--- src/rtl/map_tile_renderer.sv ---
// map_tile_renderer: walks the tile map (or a single tile), fetches each tile
// type from map memory with a fixed read latency, and plots the tile as a
// TILE_PX x TILE_PX block with orb glyphs on the VGA plot bus.
module map_tile_renderer #(
    parameter int GRID_W      = 21,
    parameter int GRID_H      = 21,
    parameter int TILE_PX     = 4,
    parameter int X_ORIGIN    = 0,
    parameter int Y_ORIGIN    = 0,
    parameter int MEM_LATENCY = 1,
    parameter int COORD_W     = 5
) (
    input  logic               clock_50,
    input  logic               resetn,
    input  logic               start,
    input  logic               start_tile,
    input  logic [COORD_W-1:0] tile_x,
    input  logic [COORD_W-1:0] tile_y,
    output logic [COORD_W-1:0] map_x,
    output logic [COORD_W-1:0] map_y,
    input  logic [3:0]         map_type,
    output logic               busy,
    output logic               done,
    output logic               vga_plot,
    output logic [7:0]         vga_x,
    output logic [7:0]         vga_y,
    output logic [2:0]         vga_color
);

    localparam int LAT_W = (MEM_LATENCY > 1) ? $clog2(MEM_LATENCY) : 1;
    localparam int PX_W  = (TILE_PX > 1) ? $clog2(TILE_PX) : 1;

    localparam logic [LAT_W-1:0]   LAT_LAST = LAT_W'(MEM_LATENCY - 1);
    localparam logic [PX_W-1:0]    PX_LAST  = PX_W'(TILE_PX - 1);
    localparam logic [PX_W-1:0]    GLYPH_C  = PX_W'(TILE_PX / 2);
    localparam logic [PX_W-1:0]    RING_LO  = PX_W'(1);
    localparam logic [PX_W-1:0]    RING_HI  = PX_W'(TILE_PX - 2);
    localparam logic [COORD_W-1:0] TX_LAST  = COORD_W'(GRID_W - 1);
    localparam logic [COORD_W-1:0] TY_LAST  = COORD_W'(GRID_H - 1);

    typedef enum logic [1:0] {IDLE, FETCH, DRAW, FIN} state_t;

    state_t state, state_nx;

    logic [COORD_W-1:0] tx, ty;
    logic [LAT_W-1:0]   lat_cnt;
    logic [PX_W-1:0]    px, py;
    logic [3:0]         kind;
    logic               single_tile;

    logic               vld_p1;
    logic [7:0]         x_p1, y_p1;
    logic [2:0]         color_p1;

    logic tile_ok, fetch_last, pix_last, tile_last;

    // Pixel colour for one position inside a tile; orbs collapse to solid
    // fills when the tile is too small to carry a glyph.
    function automatic logic [2:0] glyph_color(input logic [3:0] k,
                                               input logic [PX_W-1:0] px_i,
                                               input logic [PX_W-1:0] py_i);
        logic [2:0] color;
        color = 3'b000;
        case (k)
            4'd3: color = 3'b001;
            4'd4: color = 3'b100;
            4'd2: if (TILE_PX <= 2 || (px_i == GLYPH_C && py_i == GLYPH_C))
                      color = 3'b111;
            4'd1: if (TILE_PX <= 2 ||
                      (px_i >= RING_LO && px_i <= RING_HI &&
                       py_i >= RING_LO && py_i <= RING_HI))
                      color = 3'b111;
            default: color = 3'b000;
        endcase
        return color;
    endfunction

    // Screen coordinate of a pixel, wrapped to the 8-bit VGA range.
    function automatic logic [7:0] screen_coord(input int origin,
                                                input logic [COORD_W-1:0] tile,
                                                input logic [PX_W-1:0] pix);
        return 8'(32'(origin) + 32'(tile) * 32'(TILE_PX) + 32'(pix));
    endfunction

    assign tile_ok    = start_tile &&
                        ({1'b0, tile_x} < (COORD_W+1)'(GRID_W)) &&
                        ({1'b0, tile_y} < (COORD_W+1)'(GRID_H));
    assign fetch_last = (lat_cnt == LAT_LAST);
    assign pix_last   = (px == PX_LAST) && (py == PX_LAST);
    assign tile_last  = (tx == TX_LAST) && (ty == TY_LAST);

    assign map_x     = tx;
    assign map_y     = ty;
    assign vga_plot  = vld_p1;
    assign vga_x     = x_p1;
    assign vga_y     = y_p1;
    assign vga_color = color_p1;

    // State register.
    always_ff @(posedge clock_50 or negedge resetn) begin
        if (!resetn) state <= IDLE;
        else         state <= state_nx;
    end

    // Next-state decode: one fetch/draw pass per tile, FIN after the last tile.
    always_comb begin
        state_nx = state;
        case (state)
            IDLE:    if (start || tile_ok) state_nx = FETCH;
            FETCH:   if (fetch_last) state_nx = DRAW;
            DRAW:    if (pix_last) state_nx = (single_tile || tile_last) ? FIN : FETCH;
            FIN:     state_nx = IDLE;
            default: state_nx = IDLE;
        endcase
    end

    // Tile walk, latency counter, pixel scan and registered VGA outputs.
    always_ff @(posedge clock_50 or negedge resetn) begin
        if (!resetn) begin
            tx          <= '0;
            ty          <= '0;
            lat_cnt     <= '0;
            px          <= '0;
            py          <= '0;
            kind        <= '0;
            single_tile <= 1'b0;
            busy        <= 1'b0;
            done        <= 1'b0;
            vld_p1      <= 1'b0;
            x_p1        <= '0;
            y_p1        <= '0;
            color_p1    <= '0;
        end else begin
            vld_p1 <= 1'b0;
            done   <= 1'b0;
            case (state)
                IDLE: begin
                    lat_cnt <= '0;
                    px      <= '0;
                    py      <= '0;
                    if (start) begin
                        tx          <= '0;
                        ty          <= '0;
                        single_tile <= 1'b0;
                        busy        <= 1'b1;
                    end else if (tile_ok) begin
                        tx          <= tile_x;
                        ty          <= tile_y;
                        single_tile <= 1'b1;
                        busy        <= 1'b1;
                    end
                end
                FETCH: begin
                    if (fetch_last) begin
                        lat_cnt <= '0;
                        kind    <= map_type;
                        px      <= '0;
                        py      <= '0;
                    end else begin
                        lat_cnt <= lat_cnt + 1'b1;
                    end
                end
                DRAW: begin
                    vld_p1   <= 1'b1;
                    x_p1     <= screen_coord(X_ORIGIN, tx, px);
                    y_p1     <= screen_coord(Y_ORIGIN, ty, py);
                    color_p1 <= glyph_color(kind, px, py);
                    if (px == PX_LAST) begin
                        px <= '0;
                        if (py == PX_LAST) begin
                            py <= '0;
                            if (!single_tile && !tile_last) begin
                                if (tx == TX_LAST) begin
                                    tx <= '0;
                                    ty <= ty + 1'b1;
                                end else begin
                                    tx <= tx + 1'b1;
                                end
                            end
                        end else begin
                            py <= py + 1'b1;
                        end
                    end else begin
                        px <= px + 1'b1;
                    end
                end
                FIN: begin
                    done <= 1'b1;
                    busy <= 1'b0;
                end
                default: ;
            endcase
        end
    end

endmodule

--- config.mk ---
export PLATFORM = sky130hd
export DESIGN_NAME = map_tile_renderer
export DESIGN_NICKNAME = d
export VERILOG_FILES = /design/src/rtl/map_tile_renderer.sv
export SDC_FILE = /design/constraint.sdc
export NUM_CORES = 1
export LEC_CHECK = 0
export ABC_AREA = 0
export BUFFER_PORTS_ARGS = -buffer_cell sky130_fd_sc_hd__buf_4
export CORE_MARGIN = 1
export CORE_UTILIZATION = 57
export CTS_CLUSTER_SIZE = 8
export DETAILED_ROUTE_END_ITERATION = 6
export PLACE_DENSITY = 0.81
export SYNTH_ARGS = -nofsm -noshare
export SYNTH_HDL_FRONTEND = slang
export SYNTH_SLANG_ARGS = --single-unit
--- constraint.sdc ---
create_clock -name clock_50 -period 3.15 [get_ports clock_50]
set_input_delay 0.1575 -clock clock_50 [delete_from_list [all_inputs] [get_ports clock_50]]
set_output_delay 0.1575 -clock clock_50 [all_outputs]
set_load 0.02 [all_outputs]
Word-level counts from Yosys, hierarchy flattened

Index checks and enable logic that the tools add are counted.

Output and inout bits: 32
Register bits: 44
Word-level logic and storage cells: 112

Multiplexer cells: 36
Equal/unequal tests: 21
$add $sub $neg: 7
$lt $le $gt $ge: 6
Bitwise operators: 1
Reductions and logical operators: 27

Operators with widths:

| kind                                                 | count |
|---|---|
| 2-to-1 mux 5 bit                                     | 12 |
| case mux 5 bit (2 select lines)                      | 2 |
| adder 7 x 2 -> 8 bit                                 | 2 |
| 2-to-1 mux 2 bit                                     | 8 |
| != test 2 bit (second input constant)                | 7 |
| equality test 2 bit (second input constant)          | 6 |
| case mux 2 bit (3 select lines)                      | 2 |
| case mux 3 bit (4 select lines)                      | 1 |
| adder 5 x 1 -> 5 bit (second input constant)         | 2 |
| equality test 5 bit (second input constant)          | 2 |
| less-than comparator 5 bit (second input constant)   | 2 |
| logical AND 1 bit                                    | 9 |
| equality test 4 x 2 -> 1 bit (second input constant) | 2 |
| case mux 2 bit (4 select lines)                      | 1 |
| AND reduction 2 bit                                  | 4 |
| nonzero test 2 bit                                   | 4 |
| 2-to-1 mux 1 bit                                     | 6 |
| 2-to-1 mux 3 bit                                     | 2 |
| AND reduction 3 bit                                  | 2 |
| AND reduction 6 bit                                  | 1 |
| AND reduction 5 bit                                  | 1 |
| adder 2 x 1 -> 2 bit (second input constant)         | 2 |
| equality test 4 x 1 -> 1 bit (second input constant) | 1 |
| equality test 4 x 3 -> 1 bit (second input constant) | 1 |
| 11 further kinds                                     | 16 |

Longest topological paths before layout

Gate-level depths: netlist of run 1.

Depth after elaboration: 8
Gate-level depth with buffers: 7
Mapped depth without buffers: 7

Worst setup path after synthesis of run 1

Ideal clock, no wire load.

Kind: reg2reg
From: register ty[0] (netlist: map_y[0])
To: register ty[2] (netlist: map_y[2])
Library setup time: 125 ps
Arrival: 1929 ps
Required time: 3025 ps
Setup slack: 1096 ps
Stages on the path, launching flop included: 8
Path through: dfrtp_1 -> inv_1 -> ha_1 -> and4b_1 -> o41a_1 -> o21ai_2 -> a21boi_4 -> mux2_4

Word-level cells in the longest chain between the ends: 6
Elaborated cells between the ends (all ways): 12
Classes of those cells: 1 x add/sub; 2 x eq/ne; 5 x mux; 4 x reduce/logical

Ends and longest elaborated chain:

| element                                                                | RTL line | RTL |
|---|---|---|
| start, declared                                                        | 45       | `logic [COORD_W-1:0] tx, ty;` |
| start signal, assigned                                                 | 148      | `ty <= tile_y;` |
| start signal, assigned                                                 | 175      | `ty <= ty + 1'b1;` |
| adder 5 x 1 -> 5 bit or equality test 5 bit (tied branches)            | 175, 90  |  |
| 2-to-1 mux 5 bit or logical AND 1 bit (tied branches)                  | 173, 90  |  |
| 2-to-1 mux 5 bit or logical NOT 1 bit (tied branches)                  | 172      | `if (!single_tile && !tile_last) begin` |
| 2-to-1 mux 5 bit or logical AND 1 bit (tied branches)                  | 170, 172 |  |
| 2-to-1 mux 5 bit or != test 2 bit (tied branches)                      | --       |  |
| case mux 5 bit (2 select lines) or AND reduction 6 bit (tied branches) | --       |  |

Several ways; a longest one is shown, not always the timed one. The select of a mux whose other input is x is not followed.
A chain may end at the register's enable or synchronous reset.

Final worst setup path of run 1

From: register state[0]
To: register ty[2] (netlist: map_y[2])

Word-level cells in the longest chain between the ends: 3
Elaborated cells between the ends (all ways): 10
Classes of those cells: 6 x eq/ne; 1 x mux; 3 x reduce/logical

Ends and longest elaborated chain:

| element                                                      | RTL line | RTL |
|---|---|---|
| start, declared                                              | 43       | `state_t state, state_nx;` |
| start signal, assigned                                       | 102      | `else state <= state_nx;` |
| equality test 2 bit or logical NOT 2 bit (tied branches)     | 136      | `case (state)` |
| != test 2 bit (no source line), or another cell as far along | --       |  |
| AND reduction 6 bit (no source line)                         | --       |  |

Several ways; a longest one is shown, not always the timed one.

==> metrics.md, run 1 <==
| Metric | Value |
|---|---|
| FFs w/ async S/R, synth | 1.00 |
| DRC Markers | 0 |
| Crit-path max cell delay | 550 ps |
| Max clock buf depth | 2 |
| Layout cells sized above 1 | 0.261 |
| CP cell instances | nand2b_1, buf_4, inv_1, a21boi_4, mux2_4 |
| Placed Area | 2450 sq um |
| Antenna Violating Nets Remaining | 0 |
| Cell family with most CP delay | buffers and inverters |
| Iter 0 DRT Violations | 100 |
| CTS H-Tree Depth | 2 |
| Vias | 1,696 |
| CTS Buf Count | 5 |
| Finished Cell Area | 2550 sq um |
| Crit-path max FO | 44 |
| TritonCTS clock tree | yes |
| IO buf count | 47 |
| Worst Path Buf+Inv | 2 |
| Setup tns final | 0 ps |
| Synthesized area per cell | 9.90 sq um |
| MaxCap Viol Count | 0 |
| Cell Area, Synth | 2090 sq um |
| CP startpoint kind | flip-flop |
| P&R area growth vs syn | 22.0% |
| Register bit total from synthesis | 41 |
| Clock Skew | 4.85 ps |
| Hold Fails Final Rpt | 0 |
| HPWL Detailed | 3.20 mm |
| Die Area | 3910 sq um |
| Row cnt | 21 |
| Worst Path Arrival | 2440 ps |
| First-pass detailed-route iteration total | 4 |
| Reg clk slew, reported paths | 110 ps |
| Required time of the critical path | 3390 ps |
| Setup CP Type | flip-flop to flip-flop |
| Routed WL per cell | 14.7 um |
| Die width | 62.5 um |
| Hold WC Path Type | input port to flip-flop |
| Grt total ovfl | 0 |
| Die Y | 62.5 um |
| Gpl congestion | 0.864 |
| Clk sinks | 41 |
| Gate Count Post-Synth | 211 |
| Hold Slack | 37.6 ps |
| Post-synthesis sequential area ratio | 0.491 |
| Max_slew headroom | 0.623 |
| Peak supply drop | 0.000525 V |
| RSZ-0062 raised after global routing | no |
| Fmax | 455 MHz |
| Largest net degree at the start of global routing | 45 |
| Period utilization | 0.697 |
| ANT cells | 0 |
| Slew @ Worst Pin | 562 ps |
| DR vias/cell | 5.60 |
| Fin cells | 303 |
| Total track usage | 0.254 |
| CP Capture Type | flip-flop |
| Status | completed |
| Fin nets | 283 |
| PwrDens | 997 nW/um^2 |
| Post-CTS Setup Bufs | 0 |
| Crit-path slowest cell | dfrtp_1 |
| Most used flip-flop cell after synthesis | dfrtp_1 |
| Vias in the first global route | 1,597 |
| I/O pins | 50 |
| EDFF count, synth | 0 |
| Core area | 3420 sq um |
| Initial antenna violation count | 0 |
| Commonest cells after routing, fill and taps aside | buf_4 (48), dfrtp_1 (41), nand2_1 (37) |
| Tot Pwr | 2540 uW |
| Fill cell count | 266 |
| Clk Latency, worst-skew pair | 350 ps |
| Synth unique cells | 46 |
| Max Slew Vio Count | 0 |
| Commonest non-fill, non-tap cell in the layout | buf_4 |
| Placed Cells | 294 |
| Final min period | 2200 ps |
| Finish-stage setup viols | 0 |
| Global-route wire length before repair | 7.69 mm |
| Leak | 0.00125 uW |
| DRT Wirelength | 4.45 mm |
| YS warnings | 0 |
| Initial Util | 0.611 |
| Root Driver | clkbuf_4 |
[final timing paths]
path / start / to / slack [ps] / cells after the start
worst min register to register: vga_color[1] / vga_color[1] / 490 / 2
min in group asynchronous: resetn / vga_y[0] / 310 / 2
worst max register to register: state[0] / map_y[2] / 950 / 5
worst max-delay path: state[0] / map_y[2] / 950 / 5
worst min-delay path: map_type[0] / kind[0] / 40 / 2
max in group asynchronous: resetn / map_x[1] / 2500 / 2
[Yosys cell counts (3+ instances only)]
cell | instances | area share
a21oi_1 | 9 | 0.022
a31oi_1 | 6 | 0.018
buf_2 | 4 | 0.0096
clkbuf_1 | 5 | 0.0090
dfrtp_1 | 41 | 0.49
ha_1 | 9 | 0.054
inv_1 | 9 | 0.016
mux2_2 | 6 | 0.032
mux2i_1 | 6 | 0.029
nand2_1 | 37 | 0.067
nand2b_1 | 3 | 0.0090
nand3_1 | 8 | 0.019
nand4b_1 | 3 | 0.013
nor2_1 | 4 | 0.0072
nor2b_1 | 4 | 0.012
nor3_1 | 6 | 0.014
o21ai_0 | 15 | 0.036
[timing repair]
action	CTS	global route
hold endpoints to repair	41	0
resized for setup	0	0
hold buffers	1	0
setup endpoints to repair	0	0
[layer usage]
metal / track usage / routed length [um]
met5: 0 / 0
met4: 0.0930 / 95
met3: 0.0566 / 292
met2: 0.359 / 1890
met1: 0.382 / 2170
[through the flow]
step | setup WS, ps | utilization
CTS | 990 | 0.746
detailed placement | 1020 | 0.718
finish | 954 | 0.746
floorplan | 1100 | -
global placement | 1090 | 0.718
global route | 801 | 0.746
[power by group]
| part | switching [uW] | leakage, uW | internal (uW) | total (uW) |
|---|---|---|---|---|
| Sequential | 240 | 0.000523 | 741 | 981 |
| Clock | 163 | 0.0000455 | 190 | 352 |
| Combinational | 670 | 0.000685 | 537 | 1210 |
[logic make-up (layout without fill, tap and decap cells)]
kind of cell | count (synthesis) | in the layout | share of synthesized area
other | 1 | 2 | 0.00180
xor gates and xnor gates | 3 | 3 | 0.0126
buffers and inverters | 22 | 67 | 0.0455
DFF | 41 | 41 | 0.491
adders and majority gates | 9 | 9 | 0.0539
muxes | 13 | 13 | 0.0683
AOI/OAI and AO/OA | 48 | 48 | 0.154
and+or+nand+nor | 74 | 74 | 0.173
[layout make-up]
cell class,count,area (sq um),share of cell area
inverters,10,37.5,0.0147
well taps,46,57.6,0.0226
flip-flops and latches,41,1030,0.403
multi-input cells,149,971,0.381
clock buffers,7,55.1,0.0216
clock inverters,1,30.0,0.0118
repair buffers,49,370,0.145
[worst register-to-register path, stage by stage (launching register included)]
cell      delay (ps)
dfrtp_1          550
nand2b_1         180
buf_4            370
inv_1            360
a21boi_4         310
mux2_4           320
[registers in the layout, indices dropped and copies added (netlist names), 2 cells and up]
| signal | flops |
|---|---|
| kind | 4 |
| map_x | 5 |
| map_y | 5 |
| px | 2 |
| py | 2 |
| state | 2 |
| vga_color | 3 |
| vga_x | 7 |
| vga_y | 7 |
No activity file was read; power rests on OpenSTA's default activity.
==> run 2: changes to the inputs <==
--- a/config.mk
+++ b/config.mk
@@ -5,13 +5,13 @@
 export SDC_FILE = /design/constraint.sdc
 export NUM_CORES = 1
 export LEC_CHECK = 0
-export ABC_AREA = 0
+export ABC_AREA = 1
 export BUFFER_PORTS_ARGS = -buffer_cell sky130_fd_sc_hd__buf_4
 export CORE_MARGIN = 1
-export CORE_UTILIZATION = 57
+export CORE_UTILIZATION = 48
 export CTS_CLUSTER_SIZE = 8
 export DETAILED_ROUTE_END_ITERATION = 6
-export PLACE_DENSITY = 0.81
+export PLACE_DENSITY = 0.73
 export SYNTH_ARGS = -nofsm -noshare
 export SYNTH_HDL_FRONTEND = slang
 export SYNTH_SLANG_ARGS = --single-unit
==> constraint.sdc (replaced) <==
create_clock -name clock_50 -period 1.92 [get_ports clock_50]
set_input_delay 0.096 -clock clock_50 [delete_from_list [all_inputs] [get_ports clock_50]]
set_output_delay 0.096 -clock clock_50 [all_outputs]
set_load 0.02 [all_outputs]
==> run 2 against run 1 <==
Effect of this change:
- non-clock buffer count up 2
- largest power group unchanged
- largest cell class unchanged
- critical endpoint is now map_x[1]
- fmax up 28%
- clock power up 55%
==> metrics.md, run 2 <==
| Metric | Value |
|---|---|
| Status | completed |
| Cell taking the most area after synthesis | dfrtp_1 |
| Post-synthesis compound-gate area fraction | 0.0990 |
| CTS Buf Count | 5 |
| Max clock buf depth | 2 |
| Crit-path max FO | 6 |
| Worst Path Arrival | 1910 ps |
| RSZ-0062 raised after global routing | no |
| DR vias/cell | 5.06 |
| Post-CTS Setup Bufs | 0 |
| Root Driver | clkbuf_8 |
| Worst Path Buf+Inv | 2 |
| Multi-input logic area | 943 sq um |
| Gate Count Post-Synth | 241 |
| Fin nets | 320 |
| Synthesized area per cell | 8.70 sq um |
| Required time of the critical path | 2110 ps |
| Cell family with most CP delay | simple AND/OR/NAND/NOR gates |
| Grt total ovfl | 0 |
| Post-synthesis sequential area ratio | 0.489 |
| Crit-path slowest cell | dfrtp_1 |
| Vias in the first global route | 1,559 |
| I/O pins | 50 |
| Slew @ Worst Pin | 505 ps |
| Fill cell count | 373 |
| P&R area growth vs syn | 23.6% |
| FFs w/ async S/R, synth | 1.00 |
| HPWL Detailed | 3.16 mm |
| Largest family of logic cells by synthesized area | simple AND/OR/NAND/NOR gates |
| Synth top cells by count | nand2_1 (68), dfrtp_1 (41), o21ai_0 (23) |
| Commonest non-fill, non-tap cell in the layout | nand2_1 |
| Die width | 68.1 um |
| Die Area | 4640 sq um |
| MaxCap Viol Count | 0 |
| Clk Latency, worst-skew pair | 300 ps |
| Antenna Violating Nets Remaining | 0 |
| Hold Slack | 30.8 ps |
| Clk sinks | 41 |
| Peak supply drop | 0.000661 V |
| Final min period | 1720 ps |
| Post-synth top area share | 0.489 |
| Gpl congestion | 0.788 |
| EDFF count, synth | 0 |
| Crit-path max cell delay | 440 ps |
| Layer with the highest usage | met2 |
| First-pass detailed-route iteration total | 4 |
| Layout cells sized above 1 | 0.238 |
| Setup CP Type | flip-flop to flip-flop |
| Post-synthesis mux area share | 0.0161 |
| Commonest cells after routing, fill and taps aside | nand2_1 (68), buf_4 (50), dfrtp_1 (41) |
| Die Y | 68.1 um |
| Global-route wire length before repair | 7.04 mm |
| Period utilization | 0.897 |
| Most common cell in the netlist | nand2_1 |
| Leak | 0.00135 uW |
| CP startpoint kind | flip-flop |
| Synth unique cells | 30 |
| Row cnt | 23 |
| IO buf count | 47 |
| XOR/XNOR Fraction of Synth Area | 0.0167 |
| Largest net degree at the start of global routing | 42 |
| Clock Skew | 4.11 ps |
| DRT Wirelength | 4.31 mm |
| Total track usage | 0.208 |
| Initial antenna violation count | 0 |
| Core area | 4090 sq um |
| Initial Util | 0.513 |
| Met1 usage | 0.271 |
| Routed WL per cell | 12.5 um |
| Met3 GRT Util | 0.0450 |
| Finish-stage setup viols | 0 |
| Most used flip-flop cell after synthesis | dfrtp_1 |
| TritonCTS clock tree | yes |
| Area contributors post-synth | dfrtp_1 (49%), nand2_1 (12%), o21ai_0 (5.5%) |
| CP most frequent cell | nand2_1 |
| Synth Area in Adders | 0.0537 |
| Max_slew headroom | 0.664 |
| Register bit total from synthesis | 41 |
| Reg clk slew, reported paths | 80 ps |
| YS warnings | 0 |
| ANT cells | 0 |
| Hold WC Path Type | input port to flip-flop |
| Vias | 1,742 |
| Post-Synth Simple-Gate Area | 0.261 |
| Max Slew Vio Count | 0 |
| DRC Markers | 0 |
| CTS H-Tree Depth | 2 |
| Setup tns final | 0 ps |
| Hold Fails Final Rpt | 0 |
| CP cell instances | inv_1, ha_1, nand4_1, inv_1, nand2_1, nand3_4, a21oi_4, nand2_2, nand2_1, nand2_1 |
| Cell Area, Synth | 2100 sq um |
| PwrDens | 1540 nW/um^2 |
| Fmax | 581 MHz |
| GR Util met2 | 0.330 |
| CP Capture Type | flip-flop |
| FF+latch area | 1030 sq um |
| Iter 0 DRT Violations | 112 |
## run 2: changes by cell type in the layout (fill, tap and decap cells not counted), moves of 8 or more
cell     delta
inv_1      +13
nand2_1    +31
nand3_1    +11
nand4_1     +9
nor2_1     +11
o21ai_0     +8
## run 2: kinds of logic after synthesis
kind of cell	after synthesis
other	1
adders and majority gates	9
and+or+nand+nor	118
xor gates and xnor gates	4
buffers and inverters	30
muxes	3
DFF	41
AOI/OAI and AO/OA	35
## run 2: power by group
part | leakage (uW) | internal (uW) | switching (uW)
Sequential | 0.000531 | 1180 | 290
Clock | 0.0000450 | 252 | 293
Combinational | 0.000776 | 750 | 1220
Total | 0.00135 | 2180 | 1800
## run 2: final timing paths
path,from,end,slack (ps),depth (start not counted)
worst max-delay path,map_x[0],map_x[1],200,10
worst min-delay path,map_type[0],kind[0],30,2
worst max register to register,map_x[0],map_x[1],200,10
worst min register to register,vga_x[4],vga_x[4],480,2
max in group asynchronous,resetn,vga_x[4],1260,2
min in group asynchronous,resetn,vga_x[1],310,2
## run 2: cell type report
cell class                 instances  area share
clock buffer                       6      0.0280
tap                               50      0.0241
timing repair buffer              51       0.149
multi-input combinational        171       0.364
clock inverter                     2     0.00386
inverter                          23      0.0352
sequential                        41       0.396
## run 2: metrics by stage
step	std cells	cell area [sq um]	utilization	worst slack, ps	total power [uW]
floorplan	242	2100	-	254	2780
global placement	335	2500	0.611	318	3410
detailed placement	335	2500	0.611	221	3460
CTS	344	2590	0.634	211	4020
global route	344	2590	0.634	79.4	4320
finish	344	2590	0.634	198	3980
## run 2: routing by layer
metal | vias to the layer above | share of wire
met3 | 8 | 0.046
met4 | 0 | 0.018
li1 | 891 | -
met1 | 796 | 0.48
met2 | 47 | 0.45
met5 | - | 0
## run 2: timing repair
item                                    4_1_cts  5_1_grt
resized for setup                             0        0
hold buffers                                  1        0
endpoints found under the hold margin        41        0
endpoints found under the setup margin        0        0
==> run 3: changes to the inputs <==
==> constraint.sdc (replaced) <==
create_clock -name clock_50 -period 1.92 [get_ports clock_50]
set_input_delay 0.192 -clock clock_50 [delete_from_list [all_inputs] [get_ports clock_50]]
set_output_delay 0.192 -clock clock_50 [all_outputs]
set_load 0.02 [all_outputs]
==> run 3 against run 2 <==
Effect of this change:
- die area unchanged
- critical endpoint is now map_x[4]
- worst setup slack better by 25 ps
- routed wire length up 0.33%
- cell area up 1.2%
- first-iteration DRC count up 3.6%
- power up 4.1%
- sequential cell count unchanged
- hold slack better by 100 ps
==> metrics.md, run 3 (synthesis gave the netlist of run 2 again) <==
| Metric | Value |
|---|---|
| Die width | 68.1 um |
| RSZ-0062 raised after global routing | no |
| Clk Latency, worst-skew pair | 290 ps |
| Layout cells sized above 1 | 0.239 |
| Final core utilization | 0.641 |
| Hold WC Path Type | input port to flip-flop |
| Peak supply drop | 0.000633 V |
| DRC Markers | 0 |
| Crit-path max FO | 6 |
| Clock Skew | 3.55 ps |
| CP startpoint kind | flip-flop |
| Slew @ Worst Pin | 505 ps |
| IO buf count | 47 |
| Total track usage | 0.213 |
| Reg clk slew, reported paths | 80 ps |
| P&R area growth vs syn | 25.0% |
| Largest net degree at the start of global routing | 42 |
| CTS H-Tree Depth | 2 |
| Clk sinks | 41 |
| Row cnt | 23 |
| CP Capture Type | flip-flop |
| First-pass detailed-route iteration total | 4 |
| Iter 0 DRT Violations | 116 |
| Finish-stage setup viols | 0 |
| Setup tns final | 0 ps |
| Vias | 1,761 |
| Setup CP Type | flip-flop to flip-flop |
| TritonCTS clock tree | yes |
| Hold Fails Final Rpt | 0 |
| Final min period | 1700 ps |
| MaxCap Viol Count | 0 |
| DR vias/cell | 5.13 |
| CTS Buf Count | 5 |
| Post-place setup slack | 222 ps |
| Vias in the first global route | 1,569 |
| Root Driver | clkbuf_8 |
| Max clock buf depth | 2 |
| Core area | 4090 sq um |
| HPWL Detailed | 3.14 mm |
| Gpl congestion | 0.783 |
| Number of gates resized after CTS | 0 |
| Initial Util | 0.513 |
| Routed WL per cell | 12.6 um |
| DRT Wirelength | 4.32 mm |
| Antenna Violating Nets Remaining | 0 |
| ANT cells | 0 |
| Die Y | 68.1 um |
| Global-route wire length before repair | 7.23 mm |
| Status | completed |
| Fmax | 589 MHz |
| Max_slew headroom | 0.663 |
| Leak | 0.00136 uW |
| Worst Path Arrival | 1880 ps |
| Fin nets | 319 |
| Period utilization | 0.884 |
| Required time of the critical path | 2100 ps |
| Commonest non-fill, non-tap cell in the layout | nand2_1 |
| I/O pins | 50 |
| Initial antenna violation count | 0 |
| Max Slew Vio Count | 0 |
| Grt total ovfl | 0 |
| PwrDens | 1580 nW/um^2 |
| Die Area | 4640 sq um |
| Commonest cells after routing, fill and taps aside | nand2_1 (68), buf_4 (49), dfrtp_1 (41) |
| Final WS setup | 223 ps |
## run 3: changes by cell type in the layout (fill, tap and decap cells not counted), sizes merged
| cell | before | now |
|---|---|---|
| clkinvlp | 0 | 1 |
| bufinv | 0 | 1 |
| buf | 50 | 49 |
| clkinv | 3 | 1 |
## run 3: where the power goes
part	leakage, uW	switching [uW]	internal, uW	total [uW]
registers	0.000531	290	1180	1470
clock network	0.0000574	294	423	716
logic	0.000771	1220	744	1960
## run 3: layout make-up
type / count / area, sq um
clock buffers: 6 / 82.6
clock inverters: 2 / 37.5
fillers: 357 / 1470
inverters: 23 / 91.3
multi-input cells: 171 / 943
flip-flops and latches: 41 / 1030
well taps: 50 / 62.6
repair buffers: 50 / 378
## run 3: layer usage
metal | track usage | vias up | share of wire
met5 | 0 | - | 0
met3 | 0.0450 | 2 | 0.052
met1 | 0.282 | 809 | 0.46
met4 | 0.0625 | 0 | 0.0019
met2 | 0.347 | 57 | 0.49
li1 | - | 893 | -
## run 3: worst paths after layout
kind | from | endpoint | slack (ps) | depth (start not counted)
max in group asynchronous | resetn | map_x[3] | 1160 | 2
min in group asynchronous | resetn | vga_x[1] | 420 | 2
worst min register to register | vga_x[4] | vga_x[4] | 490 | 2
worst min-delay path | map_type[3] | kind[3] | 140 | 2
worst max-delay path | map_x[0] | map_x[4] | 220 | 10
worst max register to register | map_x[0] | map_x[4] | 220 | 10
## run 3: critical path, stage by stage, from the launching register on
cell and delay (ps):
dfrtp_1 440, inv_1 80, ha_1 200, nand4_1 170, inv_1 80, nand2_1 100
nand3_4 100, a21oi_4 200, nand2_2 110, nand2_1 80, nand2_1 50
## run 3: stage by stage
step	instance area (sq um)	hold WS (ps)	instances	power, uW
finish	2620	136	343	4150
global route	2620	122	343	4510
CTS	2620	121	343	4190
detailed placement	2490	202	334	3450
global placement	2490	201	334	3410
floorplan	2100	-104	242	2780
## run 3: timing repair
item                                   in CTS  in global routing
setup buffers                               0                  0
endpoints found under the hold margin      41                  0
hold buffers                                1                  0
